===== src/rtl/rio_pkg.sv =====
`default_nettype none
// ============================================================================
// Module      : rio_pkg
// Description : Shared position width and clamp helper for RIO input plugins.
// Revision    : 1.0 - initial release
// ============================================================================
package rio_pkg;

    localparam int POS_W = 32;

    // Limits a requested position to the top of the wiper range.
    function automatic logic [POS_W-1:0] clamp_pos(
        input logic [POS_W-1:0] i_val,
        input logic [POS_W-1:0] i_max
    );
        return (i_val > i_max) ? i_max : i_val;
    endfunction

endpackage
`default_nettype wire


===== src/rtl/input_sync_filter.sv =====
`default_nettype none
// ============================================================================
// Module      : input_sync_filter
// Description : 2-FF synchronizer followed by a stability (debounce) filter.
// Revision    : 1.0 - initial release
// ============================================================================
module input_sync_filter #(
    parameter int FILTER = 16
) (
    input  logic clk,
    input  logic reset,
    input  logic i_pin,
    output logic o_filt
);

    localparam int                c_cnt_w    = $clog2(FILTER + 1);
    localparam logic [c_cnt_w-1:0] c_cnt_last = c_cnt_w'(FILTER - 1);

    logic               r_sync1;
    logic               r_sync2;
    logic               r_filt;
    logic [c_cnt_w-1:0] r_cnt;

    // The filtered value follows only after FILTER consecutive differing samples.
    always_ff @(posedge clk) begin
        if (reset) begin
            r_sync1 <= 1'b0;
            r_sync2 <= 1'b0;
            r_filt  <= 1'b0;
            r_cnt   <= '0;
        end else begin
            r_sync1 <= i_pin;
            r_sync2 <= r_sync1;
            if (r_sync2 == r_filt) begin
                r_cnt <= '0;
            end else if (r_cnt == c_cnt_last) begin
                r_filt <= r_sync2;
                r_cnt  <= '0;
            end else begin
                r_cnt <= r_cnt + 1'b1;
            end
        end
    end

    assign o_filt = r_filt;

endmodule
`default_nettype wire


===== src/rtl/vin_udpoti.sv =====
`default_nettype none
// ============================================================================
// Module      : vin_udpoti
// Description : Up/down digital-pot pulse decoder producing a wiper position.
// Revision    : 1.0 - initial release
// ============================================================================
module vin_udpoti
    import rio_pkg::*;
#(
    parameter int RESOLUTION = 100,
    parameter int FILTER     = 16,
    parameter int TIMEOUT    = 1000000
) (
    input  logic             clk,
    input  logic             reset,
    input  logic             UPDOWN,
    input  logic             INCREMENT,
    input  logic             load,
    input  logic [POS_W-1:0] load_value,
    output logic [POS_W-1:0] value,
    output logic             step,
    output logic             dir,
    output logic             active
);

    localparam logic [POS_W-1:0]   c_res   = POS_W'(RESOLUTION);
    localparam int                 c_tmo_w = $clog2(TIMEOUT + 1);
    localparam logic [c_tmo_w-1:0] c_tmo   = c_tmo_w'(TIMEOUT);

    logic               w_ud_filt;
    logic               w_inc_filt;
    logic               r_inc_prev;
    logic               w_inc_fall;
    logic [POS_W-1:0]   r_value;
    logic               r_step;
    logic               r_dir;
    logic [c_tmo_w-1:0] r_tmo_cnt;
    logic [POS_W-1:0]   w_next_value;
    logic               w_next_step;
    logic               w_next_dir;

    input_sync_filter #(.FILTER(FILTER)) u_ud_filter (
        .clk    (clk),
        .reset  (reset),
        .i_pin  (UPDOWN),
        .o_filt (w_ud_filt)
    );

    input_sync_filter #(.FILTER(FILTER)) u_inc_filter (
        .clk    (clk),
        .reset  (reset),
        .i_pin  (INCREMENT),
        .o_filt (w_inc_filt)
    );

    always_ff @(posedge clk) begin
        if (reset) begin
            r_inc_prev <= 1'b0;
        end else begin
            r_inc_prev <= w_inc_filt;
        end
    end

    assign w_inc_fall = r_inc_prev & ~w_inc_filt;

    // Saturated steps still record direction but leave the position alone.
    always_comb begin
        w_next_value = r_value;
        w_next_step  = 1'b0;
        w_next_dir   = r_dir;
        if (w_inc_fall) begin
            w_next_dir = w_ud_filt;
            if (w_ud_filt && (r_value < c_res)) begin
                w_next_value = r_value + 1'b1;
                w_next_step  = 1'b1;
            end else if (!w_ud_filt && (r_value != '0)) begin
                w_next_value = r_value - 1'b1;
                w_next_step  = 1'b1;
            end
        end
    end

    // A load wins over a coincident step, which is dropped entirely.
    always_ff @(posedge clk) begin
        if (reset) begin
            r_value <= '0;
            r_step  <= 1'b0;
            r_dir   <= 1'b0;
        end else if (load) begin
            r_value <= clamp_pos(load_value, c_res);
            r_step  <= 1'b0;
        end else begin
            r_value <= w_next_value;
            r_step  <= w_next_step;
            r_dir   <= w_next_dir;
        end
    end

    always_ff @(posedge clk) begin
        if (reset) begin
            r_tmo_cnt <= '0;
        end else if (w_inc_fall) begin
            r_tmo_cnt <= c_tmo;
        end else if (r_tmo_cnt != '0) begin
            r_tmo_cnt <= r_tmo_cnt - 1'b1;
        end
    end

    assign value  = r_value;
    assign step   = r_step;
    assign dir    = r_dir;
    assign active = (r_tmo_cnt != '0);

endmodule
`default_nettype wire


===== config.mk =====
export PLATFORM = sky130hd
export DESIGN_NAME = vin_udpoti
export DESIGN_NICKNAME = d
export VERILOG_FILES = /design/src/rtl/rio_pkg.sv /design/src/rtl/input_sync_filter.sv /design/src/rtl/vin_udpoti.sv
export SDC_FILE = /design/constraint.sdc
export NUM_CORES = 1
export LEC_CHECK = 0
export ABC_AREA = 1
export CAP_MARGIN = 30
export CELL_PAD_IN_SITES_DETAIL_PLACEMENT = 2
export CELL_PAD_IN_SITES_GLOBAL_PLACEMENT = 2
export CORE_UTILIZATION = 29
export DETAILED_ROUTE_END_ITERATION = 8
export PLACE_DENSITY_LB_ADDON = 0.1
export REMOVE_ABC_BUFFERS = 1
export SLEW_MARGIN = 25
export SYNTH_ARGS = -nofsm -noshare
export SYNTH_HDL_FRONTEND = slang
export SYNTH_SLANG_ARGS = --single-unit

===== constraint.sdc =====
create_clock -name clk -period 3.6 [get_ports clk]
set_clock_uncertainty 0.05 [all_clocks]
set_input_delay 0.72 -clock clk [delete_from_list [all_inputs] [get_ports clk]]
set_output_delay 0.72 -clock clk [all_outputs]
set_load 0.01 [all_outputs]

Word-level counts from Yosys, hierarchy flattened. Cells that the tools add are included.

Flip-flop bits (word level): 71. Bits of input ports: 37. Output and inout port bits: 35. Word-level logic and storage cells: 56.

Add/sub/neg operators: 5. $lt $le $gt $ge: 2. Eq/ne operators: 4. Mux-type cells: 9. Bitwise logic cells: 6. Reduce and logical (&&, ||, !) cells: 16.

Operators by type and width (count): two-way mux 32 bit (5); two-way mux 20 bit (2); adder 32 x 1 -> 32 bit (second input constant) (1); greater-than comparator 32 x 7 -> 1 bit (second input constant) (1); less-than comparator 32 x 7 -> 1 bit (second input constant) (1); nonzero test 32 bit (1); subtractor 32 x 1 -> 32 bit (second input constant) (1); nonzero test 20 bit (1); subtractor 20 x 1 -> 20 bit (second input constant) (1); adder 5 x 1 -> 5 bit (second input constant) (2); equality test 5 x 4 -> 1 bit (second input constant) (2); OR reduction 3 bit (3); AND reduction 2 bit (4); NOT 1 bit (5); nonzero test 2 bit (2); nonzero test 3 bit (1); equality test 1 bit (2); logical AND 1 bit (2); two-way mux 1 bit (2); OR reduction 2 bit (1); bitwise AND 1 bit (1); zero test 1 bit (1).

Logic depth before layout (Yosys ltp). Gate-level depths: netlist (run 1).

Depth after elaboration: 6. Mapped depth: 21.

By module. Synthesis (run 1) repeated with hierarchy kept, for this count alone.

Cells, all modules: 1054. Area, all modules: 5978.2 um2.

Modules (own cells, without submodules): vin_udpoti (times used 1, cells each 982, area an instance 5360.1 um2, seq. area each 1101.1 um2); input_sync_filter (times used 2, cells each 36, area an instance 309.0 um2, seq. area each 160.2 um2).

Least setup slack after synthesis (run 1). Ideal clock, no wire load.

Path type: register -> register. Start: register r_value[12], in the netlist value[12]. End: register r_value[29], in the netlist value[29]. Data arrival time: 2.557 ns. Required time: 3.433 ns. Slack: 0.876 ns. Cell stages (with the launch flop): 19. Period minus slack after synthesis: 2.724 ns. Cell sequence: dfxtp_1 > nor2_1 > nand2_1 > nor2_1 > nand3_1 > nor2_1 > inv_1 > ha_1 > nand2_1 > nor2_1 > inv_1 > nor2_1 > nand2_1 > nand2_1 > nand2_1 > nand2_1 > nand2_1 > nand3_1 > a21oi_1.

Cells in the longest elaborated chain, start to end: 5.

Ends and longest elaborated chain: from (decl) (line vin_udpoti.sv:34) `logic [POS_W-1:0] r_value;`; from (signal assigned) (line vin_udpoti.sv:90) `r_value <= clamp_pos(load_value, c_res);`; from (signal assigned) (line vin_udpoti.sv:93) `r_value <= w_next_value;`; subtractor 32 x 1 -> 32 bit or less-than comparator 32 x 7 -> 1 bit (tied branches) (line vin_udpoti.sv:77, vin_udpoti.sv:73); two-way mux 32 bit or logical AND 1 bit (tied branches) (line vin_udpoti.sv:76, vin_udpoti.sv:73); two-way mux 32 bit (line vin_udpoti.sv:73) `if (w_ud_filt && (r_value < c_res)) begin`; two-way mux 32 bit (line vin_udpoti.sv:71) `if (w_inc_fall) begin`; two-way mux 32 bit (line vin_udpoti.sv:89) `end else if (load) begin`.

Several ways; a longest one is shown, not always the timed one. The select of a mux whose other input is x is not followed. A chain may end at the register's enable or synchronous reset.

Worst setup path in the final report (run 1).
Start: register r_value[16], in the netlist value[16]. End: register r_value[22], in the netlist value[22].

Same word-level chain as after synthesis.

==> impl_metrics.toml, run 1 <==
[pwr]
power.density_nw_per_um2 = 512.7
max-vdd-ir-drop_mv = 0.2552
p_comb_share_pct = 46.4
power.total_mw = 3.690
intPower_mw = 2.053
swShare_pct = 44.37
clockPowerShare_pct = 26.0
power_leakage_nw = 3.796
power_frac_seq_pct = 27.6
p_sw_mw = 1.637

[flow_run]
maxCapViolCount = 0

[placement]
io_buffers = 71
dp_slack_ns = 0.2947
place_area_um2 = 6888
dp_cells = 1372
dp_hpwl_um = 18090
gp_congestion = 0.8239

[detailed_routing]
avgRoutedWirePerCell_um = 16.41
drtPass1Iterations = 4
vias = 6583
finalWirelength_um = 22780
dr.first_iter.drc_count = 207
vias_per_cell = 4.743
drcViolationCount = 0
ant_nets = 0

[sta]
worstMarginPinSlew_ns = 0.6647
max_slew_margin_pct = 55.64
finalSetupTns_ns = 0
drv_slew = 0
max_freq_mhz = 311.7
rsz0062_at_grt = "false"
period_minus_slack_ns = 3.208
hold_viol_final = 0
timing.final.ws_setup_ns = 0.3917
whs_ns = 0.3594
setup_violations = 0
period_share_pct = 89.12

[logic_synthesis]
synth.most_common_cell = "nand2_1"
synth.largest_area_cell = "dfxtp_1"
netlist_instances = 1048
synth_commonest_cells = "337 x nand2_1, 191 x inv_1, 169 x nor2_1"
ys_warn_count = 0
synth.top_cell.area_share_pct = 24.13
async_flop_share_pct = 0
synth_cell_types = 36
syn_area_um2 = 5891
yosys_most_used_dff = "dfxtp_1"
synth_area_per_cell_um2 = 5.621
synth-seq-cells = 71
yosys-top-cells-area = "dfxtp_1 24%, nand2_1 21%, inv_1 12%"
synth-edff-count = 0
seq_area_frac_synth_pct = 24.13

[setup_path]
crit_arrival_ns = 3.41
end_kind = "register"
crit_fanout = 30
cp.required_ns = 3.80
worst_setup_path_start_kind = "register"
criticalPathCategory = "register to register"

[floorplan]
initial_utilization_pct = 29.87
core_um2 = 19720
rows = 51
io_pins = 72
die_w_um = 144.5
die_area_um2 = 20890
die_y_um = 144.5

[cts]
cts_made_buffers = 9
clock_latency_ns = 0.36
clock-sinks = 71
cts_buffer_depth = 2
clk_pin_slew_ns = 0.07
cts_max_level = 3
tritoncts = "built"
clock_tree.root_cell = "clkbuf_16"
hold_buffers = 0

[global_route]
grt.total_usage_pct = 23.35
grt_pass1_wl_um = 37060
grt_pass1_vias = 7045
antenna_found_initial = 1
grt.overflow.total = 0
grt_max_degree = 44

[cells_and_area]
diodes = 0
syn_to_final_growth_pct = 22.17
drive_above_1_share_pct = 2.671
nets = 1191
final_cell_count_no_fill = 1388
final_util_pct = 36.50
finalInstanceArea_um2 = 7197

[hold_path]
hp-class = "register to register"

[outcome]
status = "finished clean"
power by group through the flow:
stage | Combinational, mW | Clock, mW | Sequential, mW
floorplan | 1.16 | 0 | 1.01
global placement | 1.66 | 0 | 1.03
detailed placement | 1.71 | 0 | 1.04
CTS | 1.74 | 0.984 | 1.02
global route | 1.96 | 1.01 | 1.04
finish | 1.71 | 0.960 | 1.02
layout by cell type (no fill, tap or decap), types with 2 or more instances in the layout:
| cell type | n |
|---|---|
| a211oi_1 | 2 |
| a21o_1 | 2 |
| a21oi_1 | 45 |
| and2_1 | 2 |
| buf_4 | 4 |
| clkbuf_16 | 9 |
| clkdlybuf4s50_1 | 71 |
| clkinv_2 | 2 |
| dfxtp_1 | 71 |
| ha_1 | 35 |
| inv_1 | 191 |
| nand2_1 | 337 |
| nand2_4 | 2 |
| nand3_1 | 64 |
| nand3b_1 | 7 |
| nand4_1 | 10 |
| nor2_1 | 165 |
| nor2_2 | 4 |
| nor3_1 | 12 |
| nor3b_1 | 3 |
| nor4_1 | 2 |
| o211ai_1 | 2 |
| o21ai_0 | 31 |
| o21ai_1 | 11 |
| o21bai_1 | 5 |
| o22ai_1 | 2 |
| or2_2 | 2 |
| xnor2_1 | 5 |
| xor2_1 | 13 |
state kept, by name (all words and copies together) (netlist names):
signal,count
value,32
r_tmo_cnt,20
u_inc_filter.r_cnt,5
u_ud_filter.r_cnt,5
dir,1
r_inc_prev,1
step,1
u_inc_filter.o_filt,1
u_inc_filter.r_sync1,1
u_inc_filter.r_sync2,1
u_ud_filter.o_filt,1
u_ud_filter.r_sync1,1
u_ud_filter.r_sync2,1
logic make-up after synthesis:
kind of cell | count (synthesis) | share of synthesized area (%)
AND/OR/NAND/NOR | 612 | 42.33
adder cells (fa/ha/maj) | 36 | 7.774
XOR/XNOR | 18 | 2.676
flip-flops | 71 | 24.13
buffers and inverters | 209 | 13.85
AO/OA/AOI/OAI | 102 | 9.240
routing by layer:
metal	GRT usage (%)	vias up	wire [um]
met5	0	-	0
met4	5.319	0	299
met3	3.046	16	650
met2	42.69	71	11140
met1	28.73	3134	10690
li1	-	3362	-
path summary, 6_finish.rpt:
check                                      start                             end  slack, ns  cells after the start
hold reg to reg   u_ud_filter.r_sync1$_SDFF_PP0_  u_ud_filter.r_sync2$_SDFF_PP0_       0.36                      2
hold / removal    u_ud_filter.r_sync1$_SDFF_PP0_  u_ud_filter.r_sync2$_SDFF_PP0_       0.36                      2
setup / recovery          value[16]$_SDFFE_PP0P_          value[22]$_SDFFE_PP0P_       0.39                     19
setup reg to reg          value[16]$_SDFFE_PP0P_          value[22]$_SDFFE_PP0P_       0.39                     19
worst max-delay path: stages, from the launching register on:
cell	delay (ns)
dfxtp_1	0.34
nor2_1	0.14
nand2_1	0.08
nor2_1	0.17
nand2_1	0.19
nor2_1	0.21
inv_1	0.10
buf_12	0.18
ha_1	0.40
nand2_1	0.16
nor2_1	0.25
nand2_1	0.16
nor2_1	0.13
nand2_1	0.09
nand3_1	0.11
nand2_1	0.06
nand3_1	0.10
nand2_1	0.06
inv_1	0.07
nor2_1	0.04
layout make-up:
| class | count | area, um2 |
|---|---|---|
| sequential | 71 | 1421 |
| inverter | 192 | 720.7 |
| timing repair buffer | 76 | 760.7 |
| multi-input combinational | 768 | 3664 |
| clock buffer | 11 | 242.7 |
| tap | 265 | 331.6 |
| clock inverter | 5 | 56.30 |
| fill | 2533 | 12520 |
what timing repair did:
action | 4_1_cts | 5_1_grt
endpoints found under the setup margin | 0 | 4
setup buffers | 0 | 0
gates resized for setup | 0 | 4
No activity file was read; power rests on OpenSTA's default activity.
==> inputs of run 2 (changes only) <==
==> constraint.sdc (replaced) <==
create_clock -name clk -period 3.6 [get_ports clk]
set_clock_uncertainty 0.05 [all_clocks]
set_input_delay 0.9 -clock clk [delete_from_list [all_inputs] [get_ports clk]]
set_output_delay 0.9 -clock clk [all_outputs]
set_load 0.01 [all_outputs]
==> run 2 against run 1 <==
Compared with the run above: first-iteration DRC count decreased by 15%; core utilization up 0.33 points; sequential cell count stayed put; critical endpoint is now value[26]$_SDFFE_PP0P_.
==> impl_metrics.toml, run 2 (same netlist as run 1, synthesis figures left out) <==
[detailed_routing]
vias_per_cell = 4.801
drcViolationCount = 0
drtPass1Iterations = 4
vias = 6673
ant_nets = 0
avgRoutedWirePerCell_um = 16.29
finalWirelength_um = 22640
dr.first_iter.drc_count = 175

[cells_and_area]
fillers = 2500
nets = 1193
drive_above_1_share_pct = 2.756
largest_register_ffs = 32
diodes = 0
final_common_cell = "nand2_1"
syn_to_final_growth_pct = 23.28
layout_common_cells = "337 x nand2_1, 191 x inv_1, 167 x nor2_1"

[cts]
clk_pin_slew_ns = 0.07
clock-sinks = 71
clock_latency_ns = 0.35
cts_buffer_depth = 2
clock_tree.root_cell = "clkbuf_16"
cts_max_level = 3
tritoncts = "built"
cts_made_buffers = 9

[placement]
io_buffers = 71
dp_hpwl_um = 18060
gp_congestion = 0.8360

[global_route]
grt_pass1_vias = 7067
grt.overflow.total = 0
grt.total_usage_pct = 22.90
antenna_found_initial = 1
grt_max_degree = 44
grt_pass1_wl_um = 36310

[setup_path]
crit_arrival_ns = 3.53
r2r_cells = 17
crit_fanout = 30
reg2reg_from = "value[16]$_SDFFE_PP0P_"
cp.required_ns = 3.77
criticalPathCategory = "register to register"
end_kind = "register"
regToRegSetupSlack_ns = 0.24
crit_path_end = "value[26]$_SDFFE_PP0P_"
startpoint = "value[16]$_SDFFE_PP0P_"
rr_endpoint = "value[26]$_SDFFE_PP0P_"
worst_setup_path_start_kind = "register"

[sta]
period_share_pct = 93.39
setup_violations = 0
max_slew_margin_pct = 62.59
finalSetupTns_ns = 0
drv_slew = 0
period_minus_slack_ns = 3.362
hold_viol_final = 0
rsz0062_at_grt = "false"
max_freq_mhz = 297.4
worstMarginPinSlew_ns = 0.5598

[pwr]
intPower_mw = 2.197
power.density_nw_per_um2 = 531.1
power_leakage_nw = 3.829
clockPowerShare_pct = 28.9
power_frac_seq_pct = 26.5
p_comb_share_pct = 44.6
p_sw_mw = 1.660
swShare_pct = 43.03
max-vdd-ir-drop_mv = 0.2551
power.total_mw = 3.857

[floorplan]
die_w_um = 144.5
die_y_um = 144.5
initial_utilization_pct = 29.87
core_um2 = 19720
io_pins = 72
rows = 51
die_area_um2 = 20890

[flow_run]
maxCapViolCount = 0

[hold_path]
hp-class = "register to register"

[outcome]
status = "finished clean"
run 2: cell count changes in the layout (fill, tap and decap cells not counted), sizes merged:
cell,change
buf,+2
clkbuf,-1
clkinv,-1
bufinv,+2
run 2: final cells by class:
type / instances / area (um2) / area share, %
Sequential cell: 71 / 1421 / 19.57
Inverter: 192 / 720.7 / 9.924
Clock inverter: 6 / 115.1 / 1.585
Multi-Input combinational cell: 768 / 3659 / 50.38
Timing Repair Buffer: 78 / 775.7 / 10.68
Tap cell: 265 / 331.6 / 4.566
Clock buffer: 10 / 239.0 / 3.291
run 2: per-layer routing:
layer  track usage, %  up-vias  routed length, um
met1            28.21     3193              10620
met3            2.848       22                606
met4            6.482        0                452
met5                0        -                  0
met2            41.35       93              10960
li1                 -     3365                  -
run 2: metrics by stage:
step	hold WS [ns]	area [um2]	util [%]	setup slack, ns	instances
global placement	0.3418	6903	35.01	0.2998	1374
CTS	0.3621	7257	36.80	0.1812	1390
detailed placement	0.3520	6903	35.01	0.2457	1374
finish	0.3603	7262	36.83	0.2380	1390
floorplan	0.3383	5796	-	0.8494	1031
global route	0.3966	7262	36.83	0.04023	1390
run 2: critical path, cell delays in order (launching register included):
cell and delay, ns:
dfxtp_1 0.34, nor2_1 0.15, nand2_1 0.09, nor2_1 0.21, nand2_1 0.21, nor2_1 0.22, inv_1 0.10, buf_12 0.18
ha_1 0.37, nand2_1 0.13, nor2_1 0.33, nand2_1 0.21, nor3_1 0.20, nand2_1 0.15, nand2_1 0.10, nand2_1 0.05
nand3_1 0.07, a21oi_1 0.06
run 2: repair_timing:
action,4_1_cts,5_1_grt
setup endpoints to repair,0,2
gates resized for setup,0,2
buffers inserted,0,0
hold buffers,0,0
run 2: power groups by stage:
stage	Sequential, mW	Clock (mW)	Combinational (mW)
final	1.02	1.11	1.72
after global routing	1.04	1.17	1.95
after CTS	1.02	1.14	1.75
after detailed placement	1.04	0	1.72
after global placement	1.03	0	1.66
after floorplan	1.01	0	1.16
run 2: how the worst min path moves through the flow:
| stage | startpoint | endpoint | slack (ns) | cells after the start |
|---|---|---|---|---|
| final | u_ud_filter.r_sync1$_SDFF_PP0_ | u_ud_filter.r_sync2$_SDFF_PP0_ | 0.36 | 2 |
| after floorplan | u_inc_filter.r_sync1$_SDFF_PP0_ | u_inc_filter.r_sync2$_SDFF_PP0_ | 0.34 | 2 |
| after CTS | u_inc_filter.r_sync1$_SDFF_PP0_ | u_inc_filter.r_sync2$_SDFF_PP0_ | 0.36 | 2 |
| after global placement | u_inc_filter.r_sync1$_SDFF_PP0_ | u_inc_filter.r_sync2$_SDFF_PP0_ | 0.34 | 2 |
| after global routing | u_ud_filter.r_sync1$_SDFF_PP0_ | u_ud_filter.r_sync2$_SDFF_PP0_ | 0.40 | 2 |
| after detailed placement | u_inc_filter.r_sync1$_SDFF_PP0_ | u_inc_filter.r_sync2$_SDFF_PP0_ | 0.35 | 2 |
